## config.mk

```make
export PLATFORM = sky130hd
export DESIGN_NAME = sbox_serial
export DESIGN_NICKNAME = d
export VERILOG_FILES = /design/src/rtl/sbox_serial.sv
export SDC_FILE = /design/constraint.sdc
export NUM_CORES = 1
export LEC_CHECK = 0
export ABC_AREA = 0
export ABC_CLOCK_PERIOD_IN_PS = 5950
export CORE_MARGIN = 3
export CORE_UTILIZATION = 42
export CTS_BUF_LIST = sky130_fd_sc_hd__clkbuf_8
export CTS_CLUSTER_DIAMETER = 30
export CTS_CLUSTER_SIZE = 10
export DETAILED_ROUTE_END_ITERATION = 12
export PLACE_DENSITY = 0.7
export SETUP_SLACK_MARGIN = 0.02
export SLEW_MARGIN = 10
export SYNTH_ARGS = -nofsm -noshare
export SYNTH_HDL_FRONTEND = slang
export SYNTH_SLANG_ARGS = --single-unit
```

## constraint.sdc

```tcl
create_clock -name clk -period 5.95 [get_ports clk]
set_clock_uncertainty 0.05 [all_clocks]
set_input_delay 1.19 -clock clk [delete_from_list [all_inputs] [get_ports clk]]
set_output_delay 1.19 -clock clk [all_outputs]
set_load 0.05 [all_outputs]
```

## src/rtl/sbox_serial.sv

```systemverilog
// Serial AES forward SubBytes engine: a 128-bit state is substituted one byte per clock.
// Define SBOX_SERIAL_WORD_EN to substitute four bytes per clock with four parallel S-boxes.
module sbox_serial (
  input  logic         clk,
  input  logic         rst,
  input  logic         start,
  input  logic [127:0] s_in,
  output logic         busy,
  output logic         done,
  output logic [127:0] s_o
);

`ifdef SBOX_SERIAL_WORD_EN
  localparam int CNT_W      = 2;
  localparam int LANES      = 4;
  localparam int LANE_SHIFT = 5;
`else
  localparam int CNT_W      = 4;
  localparam int LANES      = 1;
  localparam int LANE_SHIFT = 3;
`endif

  typedef enum logic [1:0] {
    IDLE = 2'd0,
    SUB  = 2'd1,
    DONE = 2'd2
  } state_t;

  localparam logic [CNT_W-1:0] CNT_LAST = {CNT_W{1'b1}};
  localparam logic [CNT_W-1:0] CNT_ONE  = {{(CNT_W-1){1'b0}}, 1'b1};

  state_t             state_q, state_d;
  logic [CNT_W-1:0]   cnt_q, cnt_d;
  logic [127:0]       work_q, work_d;
  logic [127:0]       s_o_q, s_o_d;
  logic               busy_q, busy_d;
  logic               done_q, done_d;
  logic [127:0]       work_sub_s;
  logic [6:0]         base_s;

  function automatic logic [7:0] sbox_fn(input logic [7:0] a);
    case (a)
      8'h00: sbox_fn = 8'h63;
      8'h01: sbox_fn = 8'h7c;
      8'h02: sbox_fn = 8'h77;
      8'h03: sbox_fn = 8'h7b;
      8'h04: sbox_fn = 8'hf2;
      8'h05: sbox_fn = 8'h6b;
      8'h06: sbox_fn = 8'h6f;
      8'h07: sbox_fn = 8'hc5;
      8'h08: sbox_fn = 8'h30;
      8'h09: sbox_fn = 8'h01;
      8'h0a: sbox_fn = 8'h67;
      8'h0b: sbox_fn = 8'h2b;
      8'h0c: sbox_fn = 8'hfe;
      8'h0d: sbox_fn = 8'hd7;
      8'h0e: sbox_fn = 8'hab;
      8'h0f: sbox_fn = 8'h76;
      8'h10: sbox_fn = 8'hca;
      8'h11: sbox_fn = 8'h82;
      8'h12: sbox_fn = 8'hc9;
      8'h13: sbox_fn = 8'h7d;
      8'h14: sbox_fn = 8'hfa;
      8'h15: sbox_fn = 8'h59;
      8'h16: sbox_fn = 8'h47;
      8'h17: sbox_fn = 8'hf0;
      8'h18: sbox_fn = 8'had;
      8'h19: sbox_fn = 8'hd4;
      8'h1a: sbox_fn = 8'ha2;
      8'h1b: sbox_fn = 8'haf;
      8'h1c: sbox_fn = 8'h9c;
      8'h1d: sbox_fn = 8'ha4;
      8'h1e: sbox_fn = 8'h72;
      8'h1f: sbox_fn = 8'hc0;
      8'h20: sbox_fn = 8'hb7;
      8'h21: sbox_fn = 8'hfd;
      8'h22: sbox_fn = 8'h93;
      8'h23: sbox_fn = 8'h26;
      8'h24: sbox_fn = 8'h36;
      8'h25: sbox_fn = 8'h3f;
      8'h26: sbox_fn = 8'hf7;
      8'h27: sbox_fn = 8'hcc;
      8'h28: sbox_fn = 8'h34;
      8'h29: sbox_fn = 8'ha5;
      8'h2a: sbox_fn = 8'he5;
      8'h2b: sbox_fn = 8'hf1;
      8'h2c: sbox_fn = 8'h71;
      8'h2d: sbox_fn = 8'hd8;
      8'h2e: sbox_fn = 8'h31;
      8'h2f: sbox_fn = 8'h15;
      8'h30: sbox_fn = 8'h04;
      8'h31: sbox_fn = 8'hc7;
      8'h32: sbox_fn = 8'h23;
      8'h33: sbox_fn = 8'hc3;
      8'h34: sbox_fn = 8'h18;
      8'h35: sbox_fn = 8'h96;
      8'h36: sbox_fn = 8'h05;
      8'h37: sbox_fn = 8'h9a;
      8'h38: sbox_fn = 8'h07;
      8'h39: sbox_fn = 8'h12;
      8'h3a: sbox_fn = 8'h80;
      8'h3b: sbox_fn = 8'he2;
      8'h3c: sbox_fn = 8'heb;
      8'h3d: sbox_fn = 8'h27;
      8'h3e: sbox_fn = 8'hb2;
      8'h3f: sbox_fn = 8'h75;
      8'h40: sbox_fn = 8'h09;
      8'h41: sbox_fn = 8'h83;
      8'h42: sbox_fn = 8'h2c;
      8'h43: sbox_fn = 8'h1a;
      8'h44: sbox_fn = 8'h1b;
      8'h45: sbox_fn = 8'h6e;
      8'h46: sbox_fn = 8'h5a;
      8'h47: sbox_fn = 8'ha0;
      8'h48: sbox_fn = 8'h52;
      8'h49: sbox_fn = 8'h3b;
      8'h4a: sbox_fn = 8'hd6;
      8'h4b: sbox_fn = 8'hb3;
      8'h4c: sbox_fn = 8'h29;
      8'h4d: sbox_fn = 8'he3;
      8'h4e: sbox_fn = 8'h2f;
      8'h4f: sbox_fn = 8'h84;
      8'h50: sbox_fn = 8'h53;
      8'h51: sbox_fn = 8'hd1;
      8'h52: sbox_fn = 8'h00;
      8'h53: sbox_fn = 8'hed;
      8'h54: sbox_fn = 8'h20;
      8'h55: sbox_fn = 8'hfc;
      8'h56: sbox_fn = 8'hb1;
      8'h57: sbox_fn = 8'h5b;
      8'h58: sbox_fn = 8'h6a;
      8'h59: sbox_fn = 8'hcb;
      8'h5a: sbox_fn = 8'hbe;
      8'h5b: sbox_fn = 8'h39;
      8'h5c: sbox_fn = 8'h4a;
      8'h5d: sbox_fn = 8'h4c;
      8'h5e: sbox_fn = 8'h58;
      8'h5f: sbox_fn = 8'hcf;
      8'h60: sbox_fn = 8'hd0;
      8'h61: sbox_fn = 8'hef;
      8'h62: sbox_fn = 8'haa;
      8'h63: sbox_fn = 8'hfb;
      8'h64: sbox_fn = 8'h43;
      8'h65: sbox_fn = 8'h4d;
      8'h66: sbox_fn = 8'h33;
      8'h67: sbox_fn = 8'h85;
      8'h68: sbox_fn = 8'h45;
      8'h69: sbox_fn = 8'hf9;
      8'h6a: sbox_fn = 8'h02;
      8'h6b: sbox_fn = 8'h7f;
      8'h6c: sbox_fn = 8'h50;
      8'h6d: sbox_fn = 8'h3c;
      8'h6e: sbox_fn = 8'h9f;
      8'h6f: sbox_fn = 8'ha8;
      8'h70: sbox_fn = 8'h51;
      8'h71: sbox_fn = 8'ha3;
      8'h72: sbox_fn = 8'h40;
      8'h73: sbox_fn = 8'h8f;
      8'h74: sbox_fn = 8'h92;
      8'h75: sbox_fn = 8'h9d;
      8'h76: sbox_fn = 8'h38;
      8'h77: sbox_fn = 8'hf5;
      8'h78: sbox_fn = 8'hbc;
      8'h79: sbox_fn = 8'hb6;
      8'h7a: sbox_fn = 8'hda;
      8'h7b: sbox_fn = 8'h21;
      8'h7c: sbox_fn = 8'h10;
      8'h7d: sbox_fn = 8'hff;
      8'h7e: sbox_fn = 8'hf3;
      8'h7f: sbox_fn = 8'hd2;
      8'h80: sbox_fn = 8'hcd;
      8'h81: sbox_fn = 8'h0c;
      8'h82: sbox_fn = 8'h13;
      8'h83: sbox_fn = 8'hec;
      8'h84: sbox_fn = 8'h5f;
      8'h85: sbox_fn = 8'h97;
      8'h86: sbox_fn = 8'h44;
      8'h87: sbox_fn = 8'h17;
      8'h88: sbox_fn = 8'hc4;
      8'h89: sbox_fn = 8'ha7;
      8'h8a: sbox_fn = 8'h7e;
      8'h8b: sbox_fn = 8'h3d;
      8'h8c: sbox_fn = 8'h64;
      8'h8d: sbox_fn = 8'h5d;
      8'h8e: sbox_fn = 8'h19;
      8'h8f: sbox_fn = 8'h73;
      8'h90: sbox_fn = 8'h60;
      8'h91: sbox_fn = 8'h81;
      8'h92: sbox_fn = 8'h4f;
      8'h93: sbox_fn = 8'hdc;
      8'h94: sbox_fn = 8'h22;
      8'h95: sbox_fn = 8'h2a;
      8'h96: sbox_fn = 8'h90;
      8'h97: sbox_fn = 8'h88;
      8'h98: sbox_fn = 8'h46;
      8'h99: sbox_fn = 8'hee;
      8'h9a: sbox_fn = 8'hb8;
      8'h9b: sbox_fn = 8'h14;
      8'h9c: sbox_fn = 8'hde;
      8'h9d: sbox_fn = 8'h5e;
      8'h9e: sbox_fn = 8'h0b;
      8'h9f: sbox_fn = 8'hdb;
      8'ha0: sbox_fn = 8'he0;
      8'ha1: sbox_fn = 8'h32;
      8'ha2: sbox_fn = 8'h3a;
      8'ha3: sbox_fn = 8'h0a;
      8'ha4: sbox_fn = 8'h49;
      8'ha5: sbox_fn = 8'h06;
      8'ha6: sbox_fn = 8'h24;
      8'ha7: sbox_fn = 8'h5c;
      8'ha8: sbox_fn = 8'hc2;
      8'ha9: sbox_fn = 8'hd3;
      8'haa: sbox_fn = 8'hac;
      8'hab: sbox_fn = 8'h62;
      8'hac: sbox_fn = 8'h91;
      8'had: sbox_fn = 8'h95;
      8'hae: sbox_fn = 8'he4;
      8'haf: sbox_fn = 8'h79;
      8'hb0: sbox_fn = 8'he7;
      8'hb1: sbox_fn = 8'hc8;
      8'hb2: sbox_fn = 8'h37;
      8'hb3: sbox_fn = 8'h6d;
      8'hb4: sbox_fn = 8'h8d;
      8'hb5: sbox_fn = 8'hd5;
      8'hb6: sbox_fn = 8'h4e;
      8'hb7: sbox_fn = 8'ha9;
      8'hb8: sbox_fn = 8'h6c;
      8'hb9: sbox_fn = 8'h56;
      8'hba: sbox_fn = 8'hf4;
      8'hbb: sbox_fn = 8'hea;
      8'hbc: sbox_fn = 8'h65;
      8'hbd: sbox_fn = 8'h7a;
      8'hbe: sbox_fn = 8'hae;
      8'hbf: sbox_fn = 8'h08;
      8'hc0: sbox_fn = 8'hba;
      8'hc1: sbox_fn = 8'h78;
      8'hc2: sbox_fn = 8'h25;
      8'hc3: sbox_fn = 8'h2e;
      8'hc4: sbox_fn = 8'h1c;
      8'hc5: sbox_fn = 8'ha6;
      8'hc6: sbox_fn = 8'hb4;
      8'hc7: sbox_fn = 8'hc6;
      8'hc8: sbox_fn = 8'he8;
      8'hc9: sbox_fn = 8'hdd;
      8'hca: sbox_fn = 8'h74;
      8'hcb: sbox_fn = 8'h1f;
      8'hcc: sbox_fn = 8'h4b;
      8'hcd: sbox_fn = 8'hbd;
      8'hce: sbox_fn = 8'h8b;
      8'hcf: sbox_fn = 8'h8a;
      8'hd0: sbox_fn = 8'h70;
      8'hd1: sbox_fn = 8'h3e;
      8'hd2: sbox_fn = 8'hb5;
      8'hd3: sbox_fn = 8'h66;
      8'hd4: sbox_fn = 8'h48;
      8'hd5: sbox_fn = 8'h03;
      8'hd6: sbox_fn = 8'hf6;
      8'hd7: sbox_fn = 8'h0e;
      8'hd8: sbox_fn = 8'h61;
      8'hd9: sbox_fn = 8'h35;
      8'hda: sbox_fn = 8'h57;
      8'hdb: sbox_fn = 8'hb9;
      8'hdc: sbox_fn = 8'h86;
      8'hdd: sbox_fn = 8'hc1;
      8'hde: sbox_fn = 8'h1d;
      8'hdf: sbox_fn = 8'h9e;
      8'he0: sbox_fn = 8'he1;
      8'he1: sbox_fn = 8'hf8;
      8'he2: sbox_fn = 8'h98;
      8'he3: sbox_fn = 8'h11;
      8'he4: sbox_fn = 8'h69;
      8'he5: sbox_fn = 8'hd9;
      8'he6: sbox_fn = 8'h8e;
      8'he7: sbox_fn = 8'h94;
      8'he8: sbox_fn = 8'h9b;
      8'he9: sbox_fn = 8'h1e;
      8'hea: sbox_fn = 8'h87;
      8'heb: sbox_fn = 8'he9;
      8'hec: sbox_fn = 8'hce;
      8'hed: sbox_fn = 8'h55;
      8'hee: sbox_fn = 8'h28;
      8'hef: sbox_fn = 8'hdf;
      8'hf0: sbox_fn = 8'h8c;
      8'hf1: sbox_fn = 8'ha1;
      8'hf2: sbox_fn = 8'h89;
      8'hf3: sbox_fn = 8'h0d;
      8'hf4: sbox_fn = 8'hbf;
      8'hf5: sbox_fn = 8'he6;
      8'hf6: sbox_fn = 8'h42;
      8'hf7: sbox_fn = 8'h68;
      8'hf8: sbox_fn = 8'h41;
      8'hf9: sbox_fn = 8'h99;
      8'hfa: sbox_fn = 8'h2d;
      8'hfb: sbox_fn = 8'h0f;
      8'hfc: sbox_fn = 8'hb0;
      8'hfd: sbox_fn = 8'h54;
      8'hfe: sbox_fn = 8'hbb;
      8'hff: sbox_fn = 8'h16;
      default: sbox_fn = 8'h00;
    endcase
  endfunction

  // Bit offset of the byte group selected by the counter (byte 0 lives at bit 0).
  assign base_s = {cnt_q, {LANE_SHIFT{1'b0}}};

  // Working state with the currently selected byte group substituted in place.
  always_comb begin
    work_sub_s = work_q;
    for (int l = 0; l < LANES; l++) begin
      work_sub_s[base_s + 7'(8 * l) +: 8] = sbox_fn(work_q[base_s + 7'(8 * l) +: 8]);
    end
  end

  // Next-state and registered-output logic; done defaults low so it only pulses.
  always_comb begin
    state_d = state_q;
    cnt_d   = cnt_q;
    work_d  = work_q;
    s_o_d   = s_o_q;
    busy_d  = busy_q;
    done_d  = 1'b0;
    case (state_q)
      IDLE: begin
        if (start) begin
          state_d = SUB;
          cnt_d   = {CNT_W{1'b0}};
          work_d  = s_in;
          busy_d  = 1'b1;
        end else begin
          busy_d  = 1'b0;
        end
      end
      SUB: begin
        work_d = work_sub_s;
        cnt_d  = cnt_q + CNT_ONE;
        if (cnt_q == CNT_LAST) begin
          state_d = DONE;
          s_o_d   = work_sub_s;
          done_d  = 1'b1;
          busy_d  = 1'b0;
        end else begin
          busy_d  = 1'b1;
        end
      end
      DONE: begin
        state_d = IDLE;
        busy_d  = 1'b0;
      end
      default: begin
        state_d = IDLE;
        busy_d  = 1'b0;
      end
    endcase
  end

  // State and output registers with synchronous active-low reset.
  always_ff @(posedge clk) begin
    if (!rst) begin
      state_q <= IDLE;
      cnt_q   <= {CNT_W{1'b0}};
      work_q  <= 128'h0;
      s_o_q   <= 128'h0;
      busy_q  <= 1'b0;
      done_q  <= 1'b0;
    end else begin
      state_q <= state_d;
      cnt_q   <= cnt_d;
      work_q  <= work_d;
      s_o_q   <= s_o_d;
      busy_q  <= busy_d;
      done_q  <= done_d;
    end
  end

  assign busy = busy_q;
  assign done = done_q;
  assign s_o  = s_o_q;

endmodule
```

Word level (Yosys, flattened, before mapping)
Memories as Yosys holds them, arrays and structs flattened.
Index checks and enable logic that the tools add are counted.
- mux-type cells: 12
- shifts and indexed selects: 3
- reductions and logical operators: 6
- add/sub/neg operators: 2
- equality and inequality tests: 4
- operators by type and width (kind ; number):
    $pmux 128 s2 ; 1
    $bwmux 128 ; 1
    $mux 128 ; 1
    $shift 8x9->128 const A ; 1
    $shiftx 128x8->8 ; 1
    $shiftx 8x9->128 ; 1
    $neg 7->9 ; 1
    $pmux 4 s2 ; 1
    $reduce_and 2->1 ; 4
    $add 4x1->4 const B ; 1
    $eq 4x4->1 const B ; 1
    $mux 2 ; 2
    $mux 4 ; 1
    $ne 2x2->1 const B ; 2
    $pmux 2 s2 ; 1
    $mux 1 ; 3
    $eq 2x1->1 const B ; 1
    $logic_not 2->1 ; 1
    $pmux 1 s2 ; 1
    $reduce_bool 2->1 ; 1
- input port bits: 131
- memories: 1
- ROM bits: 2048
- word-level logic and storage cells: 34
- bits in registers: 264
- memory list (name ; words ; bits a word ; rd ports ; clocked after Yosys merged registers in ; wr ports ; RTL line ; text):
    (no name shown) ; 256 ; 8 ; 1 ; 0 ; 0 ; 42 ; case (a)

Depth between registers and ports, before layout
An unclocked memory read counts as a cell.
- depth in word-level cells: 5
- mapped depth: 21
- depth with buffers taken out: 14

Least setup slack after synthesis
Ideal clock, no wire load.
- kind: register -> register
- from: register cnt_q[0]
- to: register s_o_q[77], in the netlist s_o[77]
- path buffers: 6
- data arrival time: 4.120 ns
- required time: 5.768 ns
- stages on the path, launching flop included: 18
- setup slack: 1.648 ns
- path through: dfxtp_1 > buf_6 > buf_8 > mux4_2 > nand2_1 > and4_1 > buf_2 > clkbuf_1 > ha_1 > buf_2 > mux4_2 > a221oi_1 > nor2_1 > a211oi_1 > a211oi_2 > buf_4 > a32oi_1 > a21oi_1
- cells in the longest elaborated chain, start to end: 4
- RTL lines (item ; RTL line ; text):
    start, declared ; 33 ; logic [CNT_W-1:0] cnt_q, cnt_d;
    start signal, assigned ; 360 ; cnt_q <= {CNT_W{1'b0}};
    start signal, assigned ; 367 ; cnt_q <= cnt_d;
    $shiftx 128x8->8 ; 310 ; work_sub_s[base_s + 7'(8 * l) +: 8] = sbox_fn(work_q[base_s + 7'(8 * l) +: 8]);
    $mem_v2 256x8 ; - ;
    $shiftx 8x9->128 ; 310 ;
    $bwmux 128 ; 310 ;
    end signal, assigned ; 369 ; s_o_q <= s_o_d;
    end, declared ; 35 ; logic [127:0] s_o_q, s_o_d;
Several ways; a longest one is shown, not always the timed one.
A chain may end at the register's enable or synchronous reset.

Final worst setup path
- from: register cnt_q[2]
- to: register s_o_q[72], in the netlist s_o[72]
The elaborated chain is that of the path after synthesis.

==> results.sh <==
export IMPL_status="finished, final reports clean"
export IMPL_worst_slew_pin_slew_ps=1240
export IMPL_routed_wl_um=80900
export IMPL_cp_max_fo=20
export IMPL_cts_clk_slew_worst_paths_ps=60
export IMPL_endpoint_kind="flip-flop"
export IMPL_postRouteAntennaNets=0
export IMPL_slew_headroom=0.176
export IMPL_setup_violations=0
export IMPL_gp_congestion=1.06
export IMPL_grt_max_degree=171
export IMPL_worst_hold_slack_ps=416
export IMPL_grt_pass1_wl_um=118000
export IMPL_antenna_found_initial=2
export IMPL_avgRoutedWirePerCell_um=27.9
export IMPL_via_per_inst=6.62
export IMPL_whs_path_depth=2
export IMPL_setup_slack_ps=761
export IMPL_track_usage=0.380
export IMPL_ys_warn_count=0
export IMPL_start_kind="flip-flop"
export IMPL_dp_hpwl_um=58700
export IMPL_setup_tns_ps=0
export IMPL_slew_viol_final=0
export IMPL_area_growth_pct=29.0
export IMPL_fin_nets=2507
export IMPL_p_comb_frac=0.379
export IMPL_drive_above_1_share=0.129
export IMPL_cts_tree="built"
export IMPL_num_vias=19194
export IMPL_postCtsSetupRepairBufs=0
export IMPL_hold_viol=0
export IMPL_core_area_sq_mm=0.0377
export IMPL_place_ws_ps=904
export IMPL_syn_cell_area_sq_mm=0.0161
export IMPL_ir_worst_vdd_v=0.000205
export IMPL_grt_pass1_vias=18236
export IMPL_die_y_um=202
export IMPL_synth_top_area_frac=0.329
export IMPL_seqPwrFrac=0.324
export IMPL_worstSetupPathDepth=15
export IMPL_synthTopCellsByArea="dfxtp_1 (33%), nand2_1 (8.0%), a21oi_1 (5.1%)"
export IMPL_synth_edf_count=0
export IMPL_drt_iter0_drc=2724
export IMPL_synthArstFlopShare=0
export IMPL_cap_violations=0
export IMPL_rows=71
export IMPL_synth_seq_cells=264
export IMPL_fmax_mhz=193
export IMPL_ys_flop_type="dfxtp_1"
export IMPL_cts_made_buffers=42
export IMPL_worstHoldPathType="flip-flop to flip-flop"
export IMPL_critPathMostFrequentCell="buf_4"
export IMPL_worstPathArrival_ps=5640
export IMPL_min_period_ps=5190
export IMPL_dieArea_sq_mm=0.0407
export IMPL_internal_power_w=0.00375
export IMPL_root_buffer="clkbuf_8"
export IMPL_drcViolationCount=0
export IMPL_worstSetupPathType="flip-flop to flip-flop"
export IMPL_cpMaxStageDelayCell="dfxtp_1"
export IMPL_min_period_over_period=0.872
export IMPL_io_buffers=260
export IMPL_synth_avg_cell_area_sq_um=7.64
export IMPL_io_pins=261
export IMPL_fp_dieW_um=202
export IMPL_p_clk_frac=0.296
export IMPL_p_sw_w=0.00234
export IMPL_ys_types=87
export IMPL_ctsResizeCount=0
export IMPL_placed_cells=2825
export IMPL_cp_required_ps=6410
export IMPL_cts_buffer_depth=3
export IMPL_ff2ff_path_depth=15
export IMPL_clock_latency_ps=590
export IMPL_cts_hold_buf=0
export IMPL_p_per_area_mw_per_mm2=294
export IMPL_rsz0062_at_grt="false"
export IMPL_htreeDepth=2
export IMPL_netlist_instances=2104
export IMPL_cp_top_family="compound AO/OA/AOI/OAI gates"
export IMPL_yosys_area_top_type="dfxtp_1"
export IMPL_worstPathCellList="buf_4 -> nor2b_1 -> a222oi_1 -> a32oi_4 -> buf_4 -> buf_4 -> nor2_1 -> o311ai_0 -> o211ai_1 -> o211ai_1 -> a21oi_1 -> buf_4 -> buf_4 -> nor3_1 -> o221a_2"
export IMPL_grt_remaining_overflow=0
export IMPL_cts_sinks=264
export IMPL_critical_path_max_stage_delay_ps=760
export IMPL_dr_pass1_iters=6
export IMPL_power_leakage_nw=7.97
export IMPL_synth_nets=2253
export IMPL_stdcell_count=2900
export IMPL_critPathBufInv=5
export IMPL_start_util=0.427
export IMPL_p_sw_frac=0.384
export IMPL_total_power_w=0.00609
export IMPL_ys_seq_area_frac=0.329
-- area by class of cell --
cell class,count,area (sq um)
Sequential cell,264,5290
Tap cell,511,639
Antenna cell,2,5.00
Multi-Input combinational cell,1605,9740
Clock inverter,20,239
Fill cell,3600,16900
Clock buffer,53,729
Inverter,18,67.6
Timing Repair Buffer,427,4030
-- logic make-up (layout without fill, tap and decap cells) --
kind of cell,after synthesis,in the layout,share of synthesized area
AOI/OAI and AO/OA,706,706,0.297
xor gates and xnor gates,5,5,0.00272
adders and majority gates,18,18,0.0140
and+or+nand+nor,802,802,0.217
other,0,2,0
DFF,264,264,0.329
muxes,74,74,0.0709
buffers and inverters,235,518,0.0695
-- state kept, by name (all words and copies together), names as in the netlist --
register	count
busy	1
s_o	128
cnt_q	4
work_q	128
state_q	2
done	1
-- layer usage --
metal,track usage,share of wire,vias to the layer above
met5,0,0,-
met3,0.0667,0.097,382
met2,0.618,0.45,1466
met4,0.279,0.095,0
met1,0.451,0.36,9070
li1,-,-,8276
-- cells in the final DEF (no fill, tap or decap), types with 11 or more instances in the layout --
master | synthesis | final
nand2_1 | 342 | 341
dfxtp_1 | 264 | 263
clkdlybuf4s50_1 | 0 | 259
nor2_1 | 187 | 186
a21oi_1 | 164 | 164
nand3_1 | 154 | 154
buf_4 | 18 | 153
o21ai_0 | 142 | 142
a31oi_1 | 63 | 63
o221ai_1 | 57 | 57
clkbuf_8 | 0 | 53
a21boi_0 | 42 | 42
mux2i_1 | 37 | 36
mux4_2 | 31 | 31
a221oi_1 | 28 | 28
and3_1 | 24 | 24
nor3_1 | 24 | 24
o211ai_1 | 21 | 21
inv_1 | 14 | 20
ha_1 | 18 | 18
o31ai_1 | 16 | 16
nand2b_1 | 17 | 15
a22oi_1 | 14 | 14
o32ai_1 | 14 | 14
buf_12 | 0 | 14
a211oi_1 | 13 | 13
a21o_1 | 11 | 11
o211a_1 | 11 | 11
-- power by group through the flow --
stage / Combinational (W) / Sequential, W / Clock, W
CTS: 0.00223 / 0.00196 / 0.00181
detailed placement: 0.00222 / 0.00200 / 0
finish: 0.00231 / 0.00198 / 0.00181
floorplan: 0.00120 / 0.00193 / 0
global placement: 0.00224 / 0.00200 / 0
global route: 0.00239 / 0.00197 / 0.00188
-- synthesized netlist by cell type (13+ instances only) --
master    count
nand2b_1     17
ha_1         18
inv_1        14
nor2_1      187
dfxtp_1     264
nor3_1       24
a31oi_1      63
a21oi_1     164
nand2_1     342
a21boi_0     42
mux2i_1      37
o21ai_0     142
o31ai_1      16
o221ai_1     57
buf_4        18
a221oi_1     28
a211oi_1     13
buf_2        38
o32ai_1      14
and3_1       24
mux4_2       31
a22oi_1      14
o211ai_1     21
clkbuf_1    141
buf_6        13
nand3_1     154
-- path summary, 6_finish.rpt --
path	start	endpoint	slack [ps]
max	cnt_q[2]	s_o[72]	760
min	s_o[4]	s_o[4]	420
max reg2reg	cnt_q[2]	s_o[72]	760
min reg2reg	s_o[4]	s_o[4]	420
-- worst register-to-register path: cells and delay by family, from the launching register on --
family	cells	cell delay, ps
flip-flops	1	760
AND/OR/NAND/NOR	3	740
buffers and inverters	5	1480
AO/OA/AOI/OAI	7	2110
-- stage by stage --
step	util	instance area [sq um]
floorplan	-	16100
global placement	0.525	19800
CTS	0.550	20700
detailed placement	0.525	19800
global route	0.551	20700
finish	0.551	20700
(Power assumes the default switching activity.)
